**src/rtl/seqdet_pkg.sv**
```systemverilog
// Shared constants and helpers for the programmable sequence detector.
// Default pattern is the classic 10010, LSB-aligned.
package seqdet_pkg;

  localparam logic [7:0] DEF_PAT = 8'b0001_0010;
  localparam int         DEF_LEN = 5;
  localparam bit         DEF_OVL = 1'b1;

  // Ones in bits len-1..0; callers truncate to their pattern width.
  function automatic logic [31:0] len_mask(input logic [31:0] len);
    if (len >= 32'd32) return '1;
    return (32'd1 << len) - 32'd1;
  endfunction

endpackage

```
**src/rtl/seqdet_sat_cnt.sv**
```systemverilog
// Saturating event counter with synchronous clear; clear beats increment.
// Count is registered, sat is combinational from the count.
module seqdet_sat_cnt #(
  parameter int CNT_W = 8
) (
  input  logic             clk,
  input  logic             tst_n,
  input  logic             clr,
  input  logic             inc,
  output logic [CNT_W-1:0] cnt,
  output logic             sat
);

  logic [CNT_W-1:0] cnt_q;
  logic [CNT_W-1:0] cnt_d;

  assign sat = &cnt_q;
  assign cnt = cnt_q;

  always_comb begin
    cnt_d = cnt_q;
    if (clr) begin
      cnt_d = '0;
    end else if (inc && !sat) begin
      cnt_d = cnt_q + CNT_W'(1);
    end
  end

  always_ff @(posedge clk) begin
    if (!tst_n) begin
      cnt_q <= '0;
    end else begin
      cnt_q <= cnt_d;
    end
  end

endmodule

```
**src/rtl/seqdet_prog.sv**
```systemverilog
// Programmable serial bit-sequence detector with overlap mode and match counter.
// z pulses one clk after the edge that accepts the completing sample.
module seqdet_prog #(
  parameter int                 MAX_LEN = 8,
  parameter int                 LEN_W   = $clog2(MAX_LEN + 1),
  parameter int                 CNT_W   = 8,
  parameter logic [MAX_LEN-1:0] DEF_PAT = MAX_LEN'(seqdet_pkg::DEF_PAT),
  parameter int                 DEF_LEN = seqdet_pkg::DEF_LEN,
  parameter bit                 DEF_OVL = seqdet_pkg::DEF_OVL
) (
  input  logic               clk,
  input  logic               tst_n,
  input  logic               x,
  input  logic               x_vld,
  input  logic               en,
  input  logic               cfg_we,
  input  logic [MAX_LEN-1:0] cfg_pat,
  input  logic [LEN_W-1:0]   cfg_len,
  input  logic               cfg_ovl,
  input  logic               cnt_clr,
  output logic               z,
  output logic [CNT_W-1:0]   cnt,
  output logic               cnt_sat
);

  import seqdet_pkg::*;

  logic [MAX_LEN-1:0] pat_q, pat_d;
  logic [LEN_W-1:0]   len_q, len_d;
  logic               ovl_q, ovl_d;
  logic [MAX_LEN-1:0] hist_q, hist_d;
  logic [LEN_W-1:0]   fill_q, fill_d;
  logic               z_q;
  logic               match;
  logic [MAX_LEN-1:0] hist_sh;
  logic [LEN_W-1:0]   fill_inc;
  logic [MAX_LEN-1:0] mask;

  always_comb begin
    pat_d    = pat_q;
    len_d    = len_q;
    ovl_d    = ovl_q;
    hist_d   = hist_q;
    fill_d   = fill_q;
    match    = 1'b0;
    hist_sh  = {hist_q[MAX_LEN-2:0], x};
    fill_inc = (fill_q == LEN_W'(MAX_LEN)) ? fill_q : fill_q + LEN_W'(1);
    // Bits above len are stale history and must not take part in the compare.
    mask     = MAX_LEN'(len_mask(32'(len_q)));

    if (cfg_we) begin
      pat_d  = cfg_pat;
      ovl_d  = cfg_ovl;
      hist_d = '0;
      fill_d = '0;
      if (cfg_len == '0) begin
        len_d = LEN_W'(1);
      end else if (cfg_len > LEN_W'(MAX_LEN)) begin
        len_d = LEN_W'(MAX_LEN);
      end else begin
        len_d = cfg_len;
      end
    end else if (x_vld && en) begin
      hist_d = hist_sh;
      fill_d = fill_inc;
      match  = (fill_inc >= len_q) && (((hist_sh ^ pat_q) & mask) == '0);
      // Non-overlapping mode: the next match must be built from fresh samples.
      if (match && !ovl_q) begin
        fill_d = '0;
      end
    end
  end

  always_ff @(posedge clk) begin
    if (!tst_n) begin
      pat_q  <= DEF_PAT;
      len_q  <= LEN_W'(DEF_LEN);
      ovl_q  <= DEF_OVL;
      hist_q <= '0;
      fill_q <= '0;
      z_q    <= 1'b0;
    end else begin
      pat_q  <= pat_d;
      len_q  <= len_d;
      ovl_q  <= ovl_d;
      hist_q <= hist_d;
      fill_q <= fill_d;
      z_q    <= match;
    end
  end

  assign z = z_q;

  seqdet_sat_cnt #(
    .CNT_W(CNT_W)
  ) u_cnt (
    .clk  (clk),
    .tst_n(tst_n),
    .clr  (cnt_clr),
    .inc  (match),
    .cnt  (cnt),
    .sat  (cnt_sat)
  );

endmodule

```
**config.mk**
```make
export PLATFORM = sky130hd
export DESIGN_NAME = seqdet_prog
export DESIGN_NICKNAME = d
export VERILOG_FILES = /design/src/rtl/seqdet_pkg.sv /design/src/rtl/seqdet_sat_cnt.sv /design/src/rtl/seqdet_prog.sv
export SDC_FILE = /design/constraint.sdc
export NUM_CORES = 1
export LEC_CHECK = 0
export BUFFER_PORTS_ARGS = -buffer_cell sky130_fd_sc_hd__buf_2
export CORE_MARGIN = 4
export CORE_UTILIZATION = 45
export CTS_CLUSTER_DIAMETER = 30
export CTS_CLUSTER_SIZE = 20
export DETAILED_ROUTE_END_ITERATION = 12
export GPL_ROUTABILITY_DRIVEN = 0
export PLACE_DENSITY_LB_ADDON = 0.2
export SYNTH_ARGS = -nofsm -noshare
export SYNTH_HDL_FRONTEND = slang
export SYNTH_SLANG_ARGS = --single-unit
```
**constraint.sdc**
```tcl
create_clock -name clk -period 6.4 [get_ports clk]
set_input_delay 0.32 -clock clk [delete_from_list [all_inputs] [get_ports clk]]
set_output_delay 0.32 -clock clk [all_outputs]
set_load 0.03 [all_outputs]
```
## Yosys cells after proc, flatten, opt, wreduce, memory -nomap -nowiden

Cells that the tools add are included.

| cells by class | value |
|---|---|
| add/sub/neg operators | 3 |
| multiply operators | 0 |
| equality and inequality tests | 1 |
| bitwise gates (word level) | 3 |
| shift-type cells | 1 |
| reductions and logical operators | 11 |
| muxes and demuxes | 6 |
| order comparisons | 2 |
| divide/modulo/power cells | 0 |

Operator list:

| kind | count |
|---|---|
| $mux W4 | 4 |
| $add A8 B1 Y8 const B | 1 |
| $and A8 B8 Y8 | 1 |
| $logic_not A8 Y1 | 1 |
| $reduce_and A8 Y1 | 1 |
| $shl A1 B4 Y8 const A | 1 |
| $sub A8 B1 Y8 const B | 1 |
| $xor A8 B8 Y8 | 1 |
| $add A4 B1 Y4 const B | 1 |
| $eq A4 B4 Y1 const B | 1 |
| $ge A4 B4 Y1 | 1 |
| $gt A4 B4 Y1 const B | 1 |
| $logic_and A1 B1 Y1 | 4 |
| $logic_not A4 Y1 | 1 |
| $reduce_or A2 Y1 | 2 |
| $logic_not A1 Y1 | 2 |
| $mux W1 | 2 |
| $not A1 Y1 | 1 |

| word-level totals | value |
|---|---|
| output and inout port bits | 10 |
| word-level logic and storage cells | 34 |
| flip-flop bits (word level) | 33 |
| RAM bits | 0 |
| latch bits | 0 |
| memories kept | 0 |
| memory bits (read-only) | 0 |

## Depth between registers and ports, before layout

| logic depth | value |
|---|---|
| depth in word-level cells | 8 |
| gate-level depth with buffers | 13 |
| mapped depth without buffers | 11 |

## Cells and area by module

Synthesis repeated with hierarchy kept, for this count alone.

| unflattened totals | value |
|---|---|
| cell total of the unflattened synthesis | 212 |
| area, all modules | 1808.0 sq um |

Modules (own cells, without submodules):

| module | cells each | times used | seq. area each (sq um) | area each (sq um) |
|---|---|---|---|---|
| seqdet_prog | 162 | 1 | 500.5 | 1385.1 |
| seqdet_sat_cnt | 50 | 1 | 160.2 | 422.9 |

## Least setup slack after synthesis

No wires, ideal clock.

| timing path | value |
|---|---|
| kind | register to register |
| start point | register len_q[0] |
| end point | register u_cnt.cnt_q[4] (netlist: u_cnt.cnt[4]) |
| arrival | 2.527 ns |
| period minus slack after synthesis | 2.597 ns |
| path buffers | 1 |
| stages on the path, launching flop included | 9 |
| setup slack | 3.803 ns |
| cell sequence | dfxtp_1 or4_4 ha_1 xor2_1 a221oi_2 o211ai_2 buf_6 or4_1 a21oi_1 |

| on the way | value |
|---|---|
| longest elaborated chain between the ends | 8 |

Ends and longest elaborated chain:

| element | RTL line | RTL |
|---|---|---|
| start, declared | seqdet_prog.sv:29 | `logic [LEN_W-1:0] len_q, len_d;` |
| start signal, assigned | seqdet_prog.sv:77 | `len_q <= LEN_W'(DEF_LEN);` |
| start signal, assigned | seqdet_prog.sv:84 | `len_q <= len_d;` |
| $shl A1 B4 Y8 | seqdet_pkg.sv:12 | `return (32'd1 << len) - 32'd1;` |
| $sub A8 B1 Y8 | seqdet_pkg.sv:12 |  |
| $and A8 B8 Y8 | seqdet_prog.sv:66 | `match = (fill_inc >= len_q) && (((hist_sh ^ pat_q) & mask) == '0);` |
| $logic_not A8 Y1 | seqdet_prog.sv:66 |  |
| $logic_and A1 B1 Y1 (*) | seqdet_prog.sv:66 |  |
| $mux W1 (*) | seqdet_prog.sv:63 | `end else if (x_vld && en) begin` |
| $mux W1 (*) | seqdet_prog.sv:51 | `if (cfg_we) begin` |
| $logic_and A1 B1 Y1 (*) | seqdet_sat_cnt.sv:24 | `end else if (inc && !sat) begin` |
| end signal, assigned | seqdet_sat_cnt.sv:33 | `cnt_q <= cnt_d;` |
| end, declared | seqdet_sat_cnt.sv:14 | `logic [CNT_W-1:0] cnt_q;` |

Every way passes the cells marked *; elsewhere a longest branch is shown, timed or not.
A chain may end at the register's enable or synchronous reset.

## Final worst setup path

Same ends and word-level chain as after synthesis.

==> qor.yml <==
combPwrFrac_pct: 11.8
vdd_drop_max_v: 0.000130
drtIter0Drc: 146
dieArea_mm2: 0.00508
finalInstanceArea_mm2: 0.00204
cts_max_path_buffers: 2
num_vias: 1565
cts_num_sinks: 33
fin_hold_ws_ps: 253
synth_top_area_share_pct: 36.7
dp_hpwl_mm: 2.71
final_antenna_net_count: 0
grt_max_degree: 21
status: "complete, no violations"
drcViolationCount: 0
leakage_nw: 0.853
grt_remaining_overflow: 0
timing.rr.end: "u_cnt.cnt[4]"
syn_to_final_growth_pct: 13.5
grt_usage_pct: 15.4
die_h_um: 71.3
hold_depth: 3
antenna_found_initial: 0
io_buffers: 29
cts-htree-levels: 2
n_fill_cell: 364
cts_tree: "yes"
max_slew_margin_pct: 52.4
hold_buffers: 0
drv_cap: 0
min_period_ps: 2910
p_sw_share_pct: 26.1
ys_ff_latch: 33
synth-seq-area-share_pct: 36.7
fp.dieW_um: 71.3
firstDrtPassIters: 4
netlist_area_mm2: 0.00180
core_mm2: 0.00377
setup_violations: 0
via_per_inst: 5.51
clock_power_share_pct: 35.9
p_per_area_mw_per_mm2: 203
reg2reg_from: "len_q[0]"
drt_wl_total_mm: 3.73
syn_nets: 237
finalCritPeriodShare_pct: 45.4
drive_gt1_share_pct: 16.9
min_to: "ovl_q"
fin_tns_setup_ps: 0
postCtsSetupRepairBufs: 0
crit_path_start_kind: "register"
cts_resized: 0
ys_async_sr_fraction_pct: 0
r2r_slack_ps: 3490
worstMarginPinSlew_ps: 711
synth_area_leaders: "dfxtp_1 37%, mux2i_1 6.1%, nand2_1 5.6%"
rows: 22
postPlaceCellArea_mm2: 0.00196
io-pin-count: 30
synth_area_per_cell_um2: 8.61
final_cell_mix: "33 x dfxtp_1, 29 x buf_2, 27 x nand2_1, 19 x a21oi_1, 11 x mux2i_1"
netlist_instances: 209
clk_pin_slew_ps: 60
yosysTopAreaCell: "dfxtp_1"
fmax_mhz: 344
nets: 263
start_util_pct: 47.7
diodes: 0
worstHoldStart: "cfg_ovl"
internal-power_mw: 0.307
clk_latency_ps: 280
required_ps: 6610
synth.distinct_cells: 42
numCtsBuffers: 5
final-hold-violation-count: 0
layout_commonest_cell: "dfxtp_1"
yosysWarnings: 0
cts-root-buf: "clkbuf_8"
path_class: "register to register"
synth_edf_count: 0
ys.flop_type: "dfxtp_1"
p_sw_mw: 0.109
min_path_type: "primary input to register"
crit_arrival_ps: 3120
grt_pass1_vias: 1379
skew_ps: 4.81
grt_pass1_wl_mm: 6.38
worstRegToRegCells: 7
crit_path_end_kind: "register"
critPathMaxFanout: 20
seq_power_share_pct: 52.3
drv_slew: 0
wire_per_inst_um: 13.1
grt_setup_unrepaired: "no"
==> layout make-up <==
cell class	count	area [µm²]	share of cell area, %
Clock buffer	6	72.6	3.55
Clock inverter	2	10.0	0.490
Inverter	6	22.5	1.10
Tap cell	48	60.1	2.94
Sequential cell	33	661	32.3
Multi-Input combinational cell	160	1070	52.5
Timing Repair Buffer	29	145	7.10
==> per-stage QoR <==
step / worst slack [ps] / std cells / util [%] / total power [mW]
2_1_floorplan: 3800 / 209 / - / 0.257
3_3_place_gp: 3550 / 276 / 52.0 / 0.271
3_5_place_dp: 3520 / 276 / 52.0 / 0.271
4_1_cts: 3500 / 284 / 54.2 / 0.421
5_1_grt: 3260 / 284 / 54.2 / 0.440
6_report: 3490 / 284 / 54.2 / 0.416
==> cell usage after synthesis, drive strengths merged, types with 2 or more instances <==
cell type	instances
o211ai	2
xnor2	5
nor3	2
o31ai	6
nand2	27
xor2	7
dfxtp	33
clkbuf	7
inv	6
nand2b	4
buf	3
or4	6
o21ai	5
o32ai	2
a21oi	19
nor4	5
and3	5
nor2	6
ha	8
mux2i	11
nand3	10
nor2b	9
o311ai	2
and2	4
==> registers in the layout, indices dropped and copies added (netlist names) <==
register / cells
fill_q: 4
hist_q: 7
len_q: 4
ovl_q: 1
pat_q: 8
u_cnt.cnt: 8
z: 1
==> how the worst max path moves through the flow <==
stage                     startpoint  depth (start not counted)  slack [ps]      endpoint
after global placement      len_q[0]                          7        3550  u_cnt.cnt[4]
final                       len_q[0]                          7        3490  u_cnt.cnt[4]
after CTS                   len_q[0]                          8        3500  u_cnt.cnt[4]
after global routing        len_q[0]                          8        3260  u_cnt.cnt[4]
after floorplan             len_q[0]                          8        3800  u_cnt.cnt[4]
after detailed placement    len_q[0]                          8        3520  u_cnt.cnt[5]
==> logic make-up after synthesis <==
| group | synth area share, % |
|---|---|
| AOI/OAI and AO/OA | 17.9 |
| xor gates and xnor gates | 5.84 |
| adders and majority gates | 5.56 |
| buffers and inverters | 3.75 |
| DFF | 36.7 |
| muxes | 6.12 |
| and+or+nand+nor | 24.1 |
==> power groups by stage <==
stage	Sequential [mW]	Clock, mW	Combinational, mW
floorplan	0.220	0	0.0373
global placement	0.222	0	0.0489
detailed placement	0.222	0	0.0493
CTS	0.217	0.154	0.0494
global route	0.218	0.166	0.0560
finish	0.217	0.149	0.0491
==> worst max-delay path: stages (launching register included) <==
cell	delay (ps)
dfxtp_1	380
or4_4	570
ha_1	290
xor2_1	200
a221oi_2	300
o211ai_2	350
or4_1	600
a21oi_1	140
==> routing by layer <==
layer  GRT usage [%]  wire length [µm]  vias to the layer above
li1                -                 -                      807
met1            22.4              1840                      708
met2            21.8              1640                       46
met3            5.61               231                        4
met4            3.13                21                        0
met5               0                 0                        -
Power figures use the tool's default switching activity.
